**src/rtl/instream.sv**
```systemverilog
// Stimulus player for one TIS node input column: streams up to DEPTH latched-length
// values through a wready/read handshake and reports position, completion and SEND time.
module instream #(
    parameter int DEPTH = 39,
    parameter int WIDTH = 11,
    parameter int CW    = 16
) (
    input  logic                         clk,
    input  logic                         rst,
    input  logic                         start,
    input  logic [5:0]                   length,
    input  logic [DEPTH-1:0][WIDTH-1:0]  data,
    input  logic                         read,
    output logic                         wready,
    output logic [WIDTH-1:0]             value,
    output logic [5:0]                   pos,
    output logic                         complete,
    output logic [CW-1:0]                cycles,
    output logic [1:0]                   dbg_state
);

    // Handshake: a value moves to the node on every rising edge where wready=1 and
    // read=1; wready only depends on state, never combinationally on read.
    typedef enum logic [1:0] {
        IDLE = 2'd0,
        SEND = 2'd1,
        DONE = 2'd2
    } state_t;

    localparam logic [5:0] DEPTH_L = 6'(DEPTH);

    state_t               state_q, state_d;
    logic [5:0]           len_q, len_d;
    logic [5:0]           pos_q, pos_d;
    logic [WIDTH-1:0]     value_q, value_d;
    logic                 wready_q, wready_d;
    logic                 complete_q, complete_d;
    logic [CW-1:0]        cycles_q, cycles_d;

    logic [5:0]           len_clip;
    logic [5:0]           pos_inc;
    logic [WIDTH-1:0]     next_val;

    always_comb begin
        state_d    = state_q;
        len_d      = len_q;
        pos_d      = pos_q;
        value_d    = value_q;
        wready_d   = wready_q;
        complete_d = complete_q;
        cycles_d   = cycles_q;

        len_clip = (length > DEPTH_L) ? DEPTH_L : length;
        pos_inc  = pos_q + 6'd1;
        // Guard the lookahead index; it only reaches DEPTH on the final transfer.
        next_val = (pos_inc < DEPTH_L) ? data[pos_inc] : '0;

        case (state_q)
            IDLE: begin
                if (start) begin
                    len_d = len_clip;
                    pos_d = 6'd0;
                    if (len_clip == 6'd0) begin
                        state_d    = DONE;
                        complete_d = 1'b1;
                    end else begin
                        state_d  = SEND;
                        wready_d = 1'b1;
                        value_d  = data[0];
                    end
                end
            end
            SEND: begin
                if (cycles_q != '1) begin
                    cycles_d = cycles_q + CW'(1);
                end
                if (read && wready_q) begin
                    pos_d = pos_inc;
                    if (pos_inc == len_q) begin
                        state_d    = DONE;
                        wready_d   = 1'b0;
                        value_d    = '0;
                        complete_d = 1'b1;
                    end else begin
                        value_d = next_val;
                    end
                end
            end
            DONE: begin
                state_d = DONE;
            end
            default: begin
                state_d = IDLE;
            end
        endcase
    end

    always_ff @(posedge clk or posedge rst) begin
        if (rst) begin
            state_q    <= IDLE;
            len_q      <= '0;
            pos_q      <= '0;
            value_q    <= '0;
            wready_q   <= 1'b0;
            complete_q <= 1'b0;
            cycles_q   <= '0;
        end else begin
            state_q    <= state_d;
            len_q      <= len_d;
            pos_q      <= pos_d;
            value_q    <= value_d;
            wready_q   <= wready_d;
            complete_q <= complete_d;
            cycles_q   <= cycles_d;
        end
    end

    assign wready    = wready_q;
    assign value     = value_q;
    assign pos       = pos_q;
    assign complete  = complete_q;
    assign cycles    = cycles_q;
    assign dbg_state = state_q;

endmodule

```
**config.mk**
```make
export PLATFORM = sky130hd
export DESIGN_NAME = instream
export DESIGN_NICKNAME = d
export VERILOG_FILES = /design/src/rtl/instream.sv
export SDC_FILE = /design/constraint.sdc
export NUM_CORES = 1
export LEC_CHECK = 0
export ABC_AREA = 0
export ABC_CLOCK_PERIOD_IN_PS = 10000
export CAP_MARGIN = 20
export CORE_AREA = 10 10 176 178
export CTS_CLUSTER_SIZE = 14
export DETAILED_ROUTE_END_ITERATION = 8
export DIE_AREA = 0 0 186 188
export SYNTH_ARGS = -nofsm -noshare
export SYNTH_HDL_FRONTEND = slang
export SYNTH_SLANG_ARGS = --single-unit
```
**constraint.sdc**
```tcl
create_clock -name clk -period 10 [get_ports clk]
set_input_delay 2 -clock clk [delete_from_list [all_inputs] [get_ports clk]]
set_output_delay 2 -clock clk [all_outputs]
set_load 0.01 [all_outputs]
```
==> flow_summary.json <==
{
  "vdd_ir_drop_max_v": 0.0000972,
  "tritoncts": "done",
  "synthesis.area_mm2": 0.00570,
  "worst_hold_path_type": "flip-flop to flip-flop",
  "synth_most_common_cell": "mux4_2",
  "cts.htree.levels": 2,
  "synth-main-ff-cell": "dfrtp_1",
  "critical_register_to_register_path_endpoint": "value[9]",
  "postSynthNetCount": 932,
  "final_count_of_pins_violating_max_slew": 0,
  "timing.final.crit_period_ps": 4440,
  "critical_path.startpoint": "pos[0]",
  "unrepaired_setup_endpoints_after_global_routing": "no",
  "synthDominantAreaCellType": "mux4_2",
  "setup_violations": 0,
  "placeable_core_region_mm2": 0.0275,
  "grt_usage_pct": 19.7,
  "first_global_vias": 7148,
  "number_of_flops_mapped_to_enable_cells_by_yosys": 0,
  "crit_share_post_route_pct": 44.4,
  "first_drt_pass_iteration_count": 4,
  "worstPathMaxFanout": 58,
  "synth.top_cell.area_share_pct": 39.1,
  "synth.area.top_cells": "mux4_2 39%, dfrtp_1 19%, mux2i_1 7.4%",
  "critical_path.startpoint_type": "flip-flop",
  "synth_cell_types": 53,
  "detail_route.iter0.violations": 281,
  "placementRows": 61,
  "post_cts_resized": 0,
  "grt_first_pass_wirelength_um": 50300,
  "timing.final.hold_violations": 0,
  "tritoncts_num_sinks": 43,
  "floorplan.initialDensity_pct": 20.7,
  "via_count": 6299,
  "rrSetupSlack_ps": 5560,
  "cts.clk_slew.worst_paths_ps": 60,
  "hold_path_end": "complete",
  "outcome": "completed",
  "timing.critical_path.arrival_ps": 4630,
  "antenna_violating_nets_left": 0,
  "chipHeight_um": 188,
  "top_achievable_clock_speed_mhz": 225,
  "root_buffer": "clkbuf_16",
  "cts-hold-fix-buffers": 0,
  "grt_overflow_total": 0,
  "synthToLayoutAreaGrowth_pct": 91.3,
  "power_per_cell_area_mw_per_mm2": 144,
  "async_flop_share_pct": 100,
  "io_pins": 476,
  "critPathRequiredTime_ps": 10190,
  "number_of_cells_traversed_by_the_worst_hold_path": 1,
  "clock_latency_ps": 290,
  "routed_wirelength_um": 36100,
  "cts-buffers-inserted": 5,
  "setup.worst_path.end_class": "flip-flop",
  "setup_tns_ps": 0,
  "whs_ps": 469,
  "max-cap-violations": 0,
  "timing.clock.skew_ps": 7.44,
  "gp_routability_congestion": 0.905,
  "detailed_place_hpwl_um": 31700,
  "fillCellCount": 2678,
  "post_synth.cell_area_avg_um2": 11.7,
  "wire_per_inst_um": 28.3,
  "cts_max_path_buffers": 2,
  "fp.dieW_um": 186,
  "crit-reg2reg-launch": "pos[0]",
  "largest_net_degree_at_the_start_of_global_routing": 59,
  "criticalPathCategory": "flip-flop to flip-flop",
  "final_net_count": 1372,
  "drive_gt1_share_pct": 14.9,
  "port-buffer-count": 475,
  "yosysSeqAreaShare_pct": 18.9,
  "synth.top_cells.by_count": "99 x mux4_2, 43 x dfrtp_1, 42 x mux2i_1, 24 x nand2_1",
  "drc_errors": 0,
  "post-cts-setup-buffers": 0,
  "via_per_inst": 4.94,
  "synthesis.yosys.warnings": 0,
  "worst_r2r_path_depth": 8,
  "hp-start": "complete",
  "synthesis.instances": 487,
  "leakage_nw": 3.98,
  "timing_worst_slew_pin_value_ps": 930,
  "number_of_antenna_violations_at_the_first_check_in_global_routing": 4,
  "ys_seq_elements": 43,
  "worst_slew_margin_rel_pct": 37.9,
  "floorplan.die_area_mm2": 0.0350
}
## metal layers
layer  GRT usage (%)  share of wire (%)
met2            35.9                 52
met4            2.08               0.64
met1            22.7                 39
met5               0                  0
met3            5.72                8.1
## cells in the final DEF, fill, tap and decap left out, types with 2 or more instances in the layout
master           instances
a22o_1                   2
nor2_1                  16
inv_1                    5
a21o_1                   2
mux2i_1                 42
o31ai_1                  2
nand2b_1                 6
a21oi_1                 15
nor3_1                   7
nand4_1                  9
clkbuf_16                5
inv_2                    2
xnor2_1                 18
o21ai_0                 21
o22ai_1                 19
nor3b_1                 11
mux2_2                  15
nand3_1                  8
o21a_1                   2
nor2b_1                  2
xor2_1                   3
dfrtp_1                 42
a31oi_1                  3
xnor2_2                  2
clkdlybuf4s50_1        475
diode_2                  3
buf_4                    6
o21ai_1                  3
a221oi_1                 2
mux4_2                  99
ha_1                     5
and3_1                   5
nand2_1                 24
o21bai_1                10
o211ai_1                10
a221o_1                  9
## flip-flops by register name, summed over array words and instances (netlist names)
| register | flops |
|---|---|
| pos | 6 |
| cycles | 16 |
| wready | 1 |
| len_q | 6 |
| complete | 1 |
| dbg_state | 2 |
| value | 11 |
## power breakdown
part	switching [W]	internal [W]	leakage (nW)
sequential	0.0000723	0.000228	0.548
combinational	0.000488	0.000617	3.35
clock	0.0000678	0.0000976	0.0727
## kinds of logic (layout without fill, tap and decap cells)
kind of cell | count (synthesis) | after routing | share of synthesized area (%)
AOI/OAI and AO/OA | 105 | 105 | 12.2
xor gates and xnor gates | 26 | 26 | 4.83
adders and majority gates | 6 | 6 | 1.32
buffers and inverters | 55 | 495 | 4.26
DFF | 43 | 43 | 18.9
muxes | 156 | 156 | 49.5
other | 0 | 3 | 0
and+or+nand+nor | 96 | 96 | 8.99
## worst max-delay path, stage by stage, from the launching register on
cell	delay, ps
dfrtp_4	980
inv_1	190
ha_4	840
buf_4	750
nor2b_1	800
a221oi_1	210
nor3_1	180
o22ai_1	110
o31ai_1	240
## worst max-delay path by stage
stage                     to  cells past startpoint
detailed placement  value[3]                      7
global placement    value[4]                      7
CTS                 value[9]                      8
global route        value[0]                      9
finish              value[9]                      8
floorplan           value[1]                     15
## per-stage QoR
| step | setup WS [ps] | total power, W | instance area (µm²) | util [%] | cells |
|---|---|---|---|---|---|
| global placement | 5290 | 0.00142 | 10700 | 39.1 | 1266 |
| CTS | 5500 | 0.00160 | 10900 | 39.6 | 1273 |
| floorplan | 6210 | 0.000955 | 5700 | - | 487 |
| detailed placement | 5260 | 0.00143 | 10700 | 39.1 | 1266 |
| global route | 5210 | 0.00168 | 10900 | 39.7 | 1275 |
| finish | 5560 | 0.00157 | 10900 | 39.7 | 1276 |
## final cells by class
cell class                      count  area [µm²]  area share, %
Antenna cell                        3        7.51         0.0689
Clock buffer                        6         139           1.27
Tap cell                          346         433           3.97
Inverter                            7        26.3          0.241
Timing Repair Buffer              481        4800           44.0
Multi-Input combinational cell    389        4410           40.4
Clock inverter                      1        5.00         0.0459
Sequential cell                    43        1080           9.91
Power figures use the tool's default switching activity.
